===== config.mk =====
export PLATFORM = sky130hd
export DESIGN_NAME = req_arbiter_6
export DESIGN_NICKNAME = d
export VERILOG_FILES = /design/src/rtl/arb_pkg.sv /design/src/rtl/rr_priority_pick.sv /design/src/rtl/req_arbiter_6.sv
export SDC_FILE = /design/constraint.sdc
export NUM_CORES = 1
export LEC_CHECK = 0
export ABC_AREA = 1
export ABC_CLOCK_PERIOD_IN_PS = 5100
export BUFFER_PORTS_ARGS = -buffer_cell sky130_fd_sc_hd__buf_2
export CAP_MARGIN = 0
export CORE_MARGIN = 3
export CORE_UTILIZATION = 62
export CTS_CLUSTER_SIZE = 40
export DETAILED_ROUTE_END_ITERATION = 10
export HOLD_SLACK_MARGIN = 0.05
export PLACE_DENSITY = 0.86
export SETUP_SLACK_MARGIN = 0.1
export SLEW_MARGIN = 20
export SYNTH_ARGS = -nofsm -noshare
export SYNTH_HDL_FRONTEND = slang
export SYNTH_SLANG_ARGS = --single-unit
export TNS_END_PERCENT = 5

===== constraint.sdc =====
create_clock -name Clock -period 5.1 [get_ports Clock]
set_clock_uncertainty 0.2 [all_clocks]
set_input_delay 0.51 -clock Clock [delete_from_list [all_inputs] [get_ports Clock]]
set_output_delay 0.51 -clock Clock [all_outputs]
set_load 0.01 [all_outputs]

===== src/rtl/arb_pkg.sv =====
// Shared types and sizing for the six-way request arbiter.
package arb_pkg;

  localparam int NUM_REQ = 6;
  localparam int ID_W    = 3;

  typedef enum logic [1:0] {
    IDLE    = 2'b00,
    GRANT   = 2'b01,
    RELEASE = 2'b10
  } arb_state_e;

endpackage


===== src/rtl/rr_priority_pick.sv =====
// Combinational round-robin search: first set eff bit at or above ptr, wrapping 5->0.
module rr_priority_pick
  import arb_pkg::*;
(
  input  logic [NUM_REQ-1:0] eff,
  input  logic [ID_W-1:0]    ptr,
  output logic [NUM_REQ-1:0] pick,
  output logic [ID_W-1:0]    index,
  output logic               valid
);

  logic [ID_W:0]   sum;
  logic [ID_W-1:0] idx;

  always_comb begin
    pick  = '0;
    index = '0;
    valid = 1'b0;
    sum   = '0;
    idx   = '0;
    for (int k = 0; k < NUM_REQ; k++) begin
      sum = {1'b0, ptr} + 4'(k);
      idx = (sum >= 4'(NUM_REQ)) ? 3'(sum - 4'(NUM_REQ)) : 3'(sum);
      if (!valid && eff[idx]) begin
        valid     = 1'b1;
        pick[idx] = 1'b1;
        index     = idx;
      end
    end
  end

endmodule


===== src/rtl/req_arbiter_6.sv =====
// Six-requester round-robin arbiter with registered one-hot grant.
// Optional hold-time limit is built only when ARB_TIMEOUT_EN is defined.
module req_arbiter_6
  import arb_pkg::*;
#(
  parameter logic [5:0] RequestInvertMask = 6'b000000,
  parameter int         TimeoutCycles     = 16
) (
  input  logic                Clock,
  input  logic                Reset_n,
  input  logic [NUM_REQ-1:0]  Req,
  input  logic [NUM_REQ-1:0]  Req_Mask,
  input  logic                Done,
  output logic [NUM_REQ-1:0]  Grant,
  output logic [ID_W-1:0]     Grant_Id,
  output logic                Busy,
  output logic                Any_Req,
  output logic                Timeout
);

  arb_state_e          state;
  logic [ID_W-1:0]     ptr;
  logic [NUM_REQ-1:0]  eff;
  logic [NUM_REQ-1:0]  pick;
  logic [ID_W-1:0]     pick_id;
  logic                pick_valid;
  logic                owner_eff;
  logic                tmo_hit;

  assign eff       = (Req ^ RequestInvertMask) & Req_Mask;
  assign Any_Req   = |eff;
  assign owner_eff = eff[Grant_Id];

  rr_priority_pick u_pick (
    .eff   (eff),
    .ptr   (ptr),
    .pick  (pick),
    .index (pick_id),
    .valid (pick_valid)
  );

`ifdef ARB_TIMEOUT_EN
  localparam logic [7:0] TMO_LAST = 8'(TimeoutCycles - 1);

  logic [7:0] hold_cnt;
  logic       timeout_q;

  assign tmo_hit = (state == GRANT) && (hold_cnt == TMO_LAST);
  assign Timeout = timeout_q;

  always_ff @(posedge Clock or negedge Reset_n) begin
    if (!Reset_n) begin
      hold_cnt  <= '0;
      timeout_q <= 1'b0;
    end else begin
      timeout_q <= tmo_hit;
      if (state == IDLE && pick_valid) begin
        hold_cnt <= '0;
      end else if (state == GRANT && !tmo_hit) begin
        hold_cnt <= hold_cnt + 8'd1;
      end
    end
  end
`else
  assign tmo_hit = 1'b0;
  assign Timeout = 1'b0;
`endif

  always_ff @(posedge Clock or negedge Reset_n) begin
    if (!Reset_n) begin
      state    <= IDLE;
      ptr      <= '0;
      Grant    <= '0;
      Grant_Id <= '0;
      Busy     <= 1'b0;
    end else begin
      case (state)
        IDLE: begin
          if (pick_valid) begin
            state    <= GRANT;
            Grant    <= pick;
            Grant_Id <= pick_id;
            Busy     <= 1'b1;
            ptr      <= (pick_id == ID_W'(NUM_REQ - 1)) ? '0 : pick_id + 1'b1;
          end
        end
        GRANT: begin
          // Other requesters never preempt; only the owner or the limit ends a grant.
          if (Done || !owner_eff || tmo_hit) begin
            state    <= RELEASE;
            Grant    <= '0;
            Grant_Id <= '0;
            Busy     <= 1'b0;
          end
        end
        RELEASE: begin
          state <= IDLE;
        end
        default: begin
          state    <= IDLE;
          Grant    <= '0;
          Grant_Id <= '0;
          Busy     <= 1'b0;
        end
      endcase
    end
  end

endmodule


==> flow_metrics.tcl <==
set metrics [dict create \
    antenna_cells 0 \
    end_kind "register" \
    final-hold-violation-count 0 \
    r2r-end "Grant[2]" \
    drt_pass1_iterations 4 \
    critPathBufInv 2 \
    synthToLayoutAreaGrowth_pct 8.687 \
    synthesis.nets 343 \
    maxSlewHeadroom_pct 64.34 \
    path_max_fanout 20 \
    drc 0 \
    final_cell_mix "116 x nand2_1, 43 x inv_1, 28 x nand3_1" \
    layout_commonest_cell "nand2_1" \
    ys_async_sr_fraction_pct 100.0 \
    rsz0062_at_grt "false" \
    cts.sinks 15 \
    start_util_pct 65.77 \
    ys.flop_type "dfrtp_1" \
    hold_path.class "reg -> reg" \
    r2r_slack_ns 1.42 \
    h-tree-depth 1 \
    fin_crit_sh_pct 72.22 \
    vias 2021 \
    antenna_found_initial 0 \
    synthDistinctLibCells 35 \
    r2r_start "ptr[0]" \
    maxCapViolCount 0 \
    post-route-min-period_ns 3.683 \
    syn_area_mm2 0.001829 \
    die_width_um 60.32 \
    insertion_delay_ns 0.29 \
    synth_warnings 0 \
    ioPinCount 27 \
    cts-root-buf "clkbuf_4" \
    coreArea_mm2 0.002781 \
    crit_top_cell "nand2_1" \
    ys_ff_latch 15 \
    drt-total-wl_um 4569 \
    design_area_mm2 0.001988 \
    drive_gt1_share_pct 14.58 \
    antenna_left 0 \
    crit_type "reg -> reg" \
    detail_route.iter0.violations 96 \
    grt_pass1_vias 1718 \
    grt.total_usage_pct 27.56 \
    rows 19 \
    post_drt_wl_per_cell_um 12.22 \
    utilization_pct 71.48 \
    placed_cell_area_mm2 0.001948 \
    synth-edff-count 0 \
    port-buffer-count 25 \
    tritoncts "built" \
    status "finished, final reports clean" \
    cp_top_family "simple AND/OR/NAND/NOR gates" \
    cts_resized 0 \
    via_per_inst 5.404 \
    slew_violations 0 \
    slowest_stage "dfrtp_1" \
    grt_first_pass_wirelength_um 7590 \
    n_fill_cell 263 \
    die_area_mm2 0.003638 \
    nNetsFinal 366 \
    stdcell_count 374 \
    netlist_instances 321 \
    avgSynthCellArea_um2 5.699 \
    cp-endpoint "Grant[2]" \
    path_cells "inv_2 > ha_1 > inv_4 > nand2_1 > nand3_2 > nand2_1 > nand2_1 > nand2_1 > nand3_2 > nand3_2 > nand3_4 > nor2_8 > nand3_2 > a21oi_1 > or2_1 > nand2_1 > nand2_1" \
    start_kind "register" \
    clockBufferDepth 2 \
    critical_path_depth 17 \
    dpl.hpwl_um 3757 \
    dp_cells 369 \
    startpoint "ptr[0]" \
    postCtsSetupRepairBufs 0 \
    setup_viol 0 \
    cp.required_ns 5.14 \
    timing.fmax_mhz 271.5 \
    rr_worst_depth 17 \
    max_stage_delay_ns 0.69 \
    yosysSeqAreaShare_pct 20.52 \
    finalSetupTns_ns 0 \
    grt_max_degree 21 \
    clkTransAtPathRegs_ns 0.10 \
    hold_depth 2 \
    place.gp.congestion 0.9028 \
    overflow 0 \
    cts_buffers 3 \
    arrival_ns 3.72 \
    die_y_um 60.32 \
    tightest_slew_ns 0.5349 \
]
-- stage by stage --
step / setup slack [ns] / hold slack, ns
after floorplan: 1.974 / 0.01441
after global placement: 1.669 / 0.2194
after detailed placement: 1.531 / 0.2255
after CTS: 1.445 / 0.2806
after global routing: 1.068 / 0.2939
final: 1.417 / 0.2778
-- worst register-to-register path, delay by kind of cell (launching register included) --
kind / cells / cell delay [ns]
simple gates: 13 / 1.67
flops: 1 / 0.69
fa+ha+maj: 1 / 0.55
buf+inv: 2 / 0.37
compound gates: 1 / 0.16
-- cell type report --
cell class	instances	area, µm²	area share [%]
sequential	15	375.4	18.88
multi-input combinational	245	1207	60.73
clock buffer	3	22.52	1.133
inverter	53	201.4	10.13
timing repair buffer	26	135.1	6.797
tap	31	38.79	1.951
clock inverter	1	7.507	0.3776
-- what timing repair did --
action / 4_1_cts / 5_1_grt
hold buffers: 1 / 0
hold endpoints to repair: 15 / 0
setup endpoints to repair: 0 / 0
-- routing by layer --
| metal | vias up | GRT usage (%) | routed length, µm |
|---|---|---|---|
| li1 | 1061 | - | - |
| met1 | 884 | 40.13 | 2145 |
| met2 | 71 | 42.28 | 2016 |
| met3 | 5 | 5.616 | 379 |
| met4 | 0 | 5.380 | 27 |
| met5 | - | 0 | 0 |
-- registers in the layout (all words and copies together), names as in the netlist --
name and flops:
Busy 1, Grant 6, Grant_Id 3, ptr 3, state 2
-- synthesized netlist by cell type, drive strengths merged, types with 3 or more instances --
cell,number,area (µm²)
nand2,120,460.4
inv,52,197.7
nand3,33,197.7
nor2,26,121.4
o21ai,20,100.1
dfrtp,15,375.4
nand4,14,87.58
a21oi,9,48.80
buf,7,41.28
ha,7,87.58
nor3,3,15.01
or2,3,18.77
-- kinds of logic after synthesis --
| logic type | Yosys count | share of synthesized area (%) |
|---|---|---|
| compound gates | 34 | 10.26 |
| fa+ha+maj | 7 | 4.788 |
| simple gates | 202 | 50.27 |
| buf+inv | 61 | 13.47 |
| flops | 15 | 20.52 |
| xor+xnor | 1 | 0.4789 |
| other cells | 1 | 0.2050 |
-- how the worst min path moves through the flow --
stage | end | start
2_1_floorplan | Busy | Reset_n
5_1_grt | Busy | Busy
3_3_place_gp | state[1] | Reset_n
4_1_cts | Grant[0] | Grant[0]
3_5_place_dp | state[1] | Reset_n
6_report | Grant[1] | Grant[1]
Power is left out: the tool's default activity adds up to more than one toggle a clock period on the data nets, which glitch-free logic cannot reach.
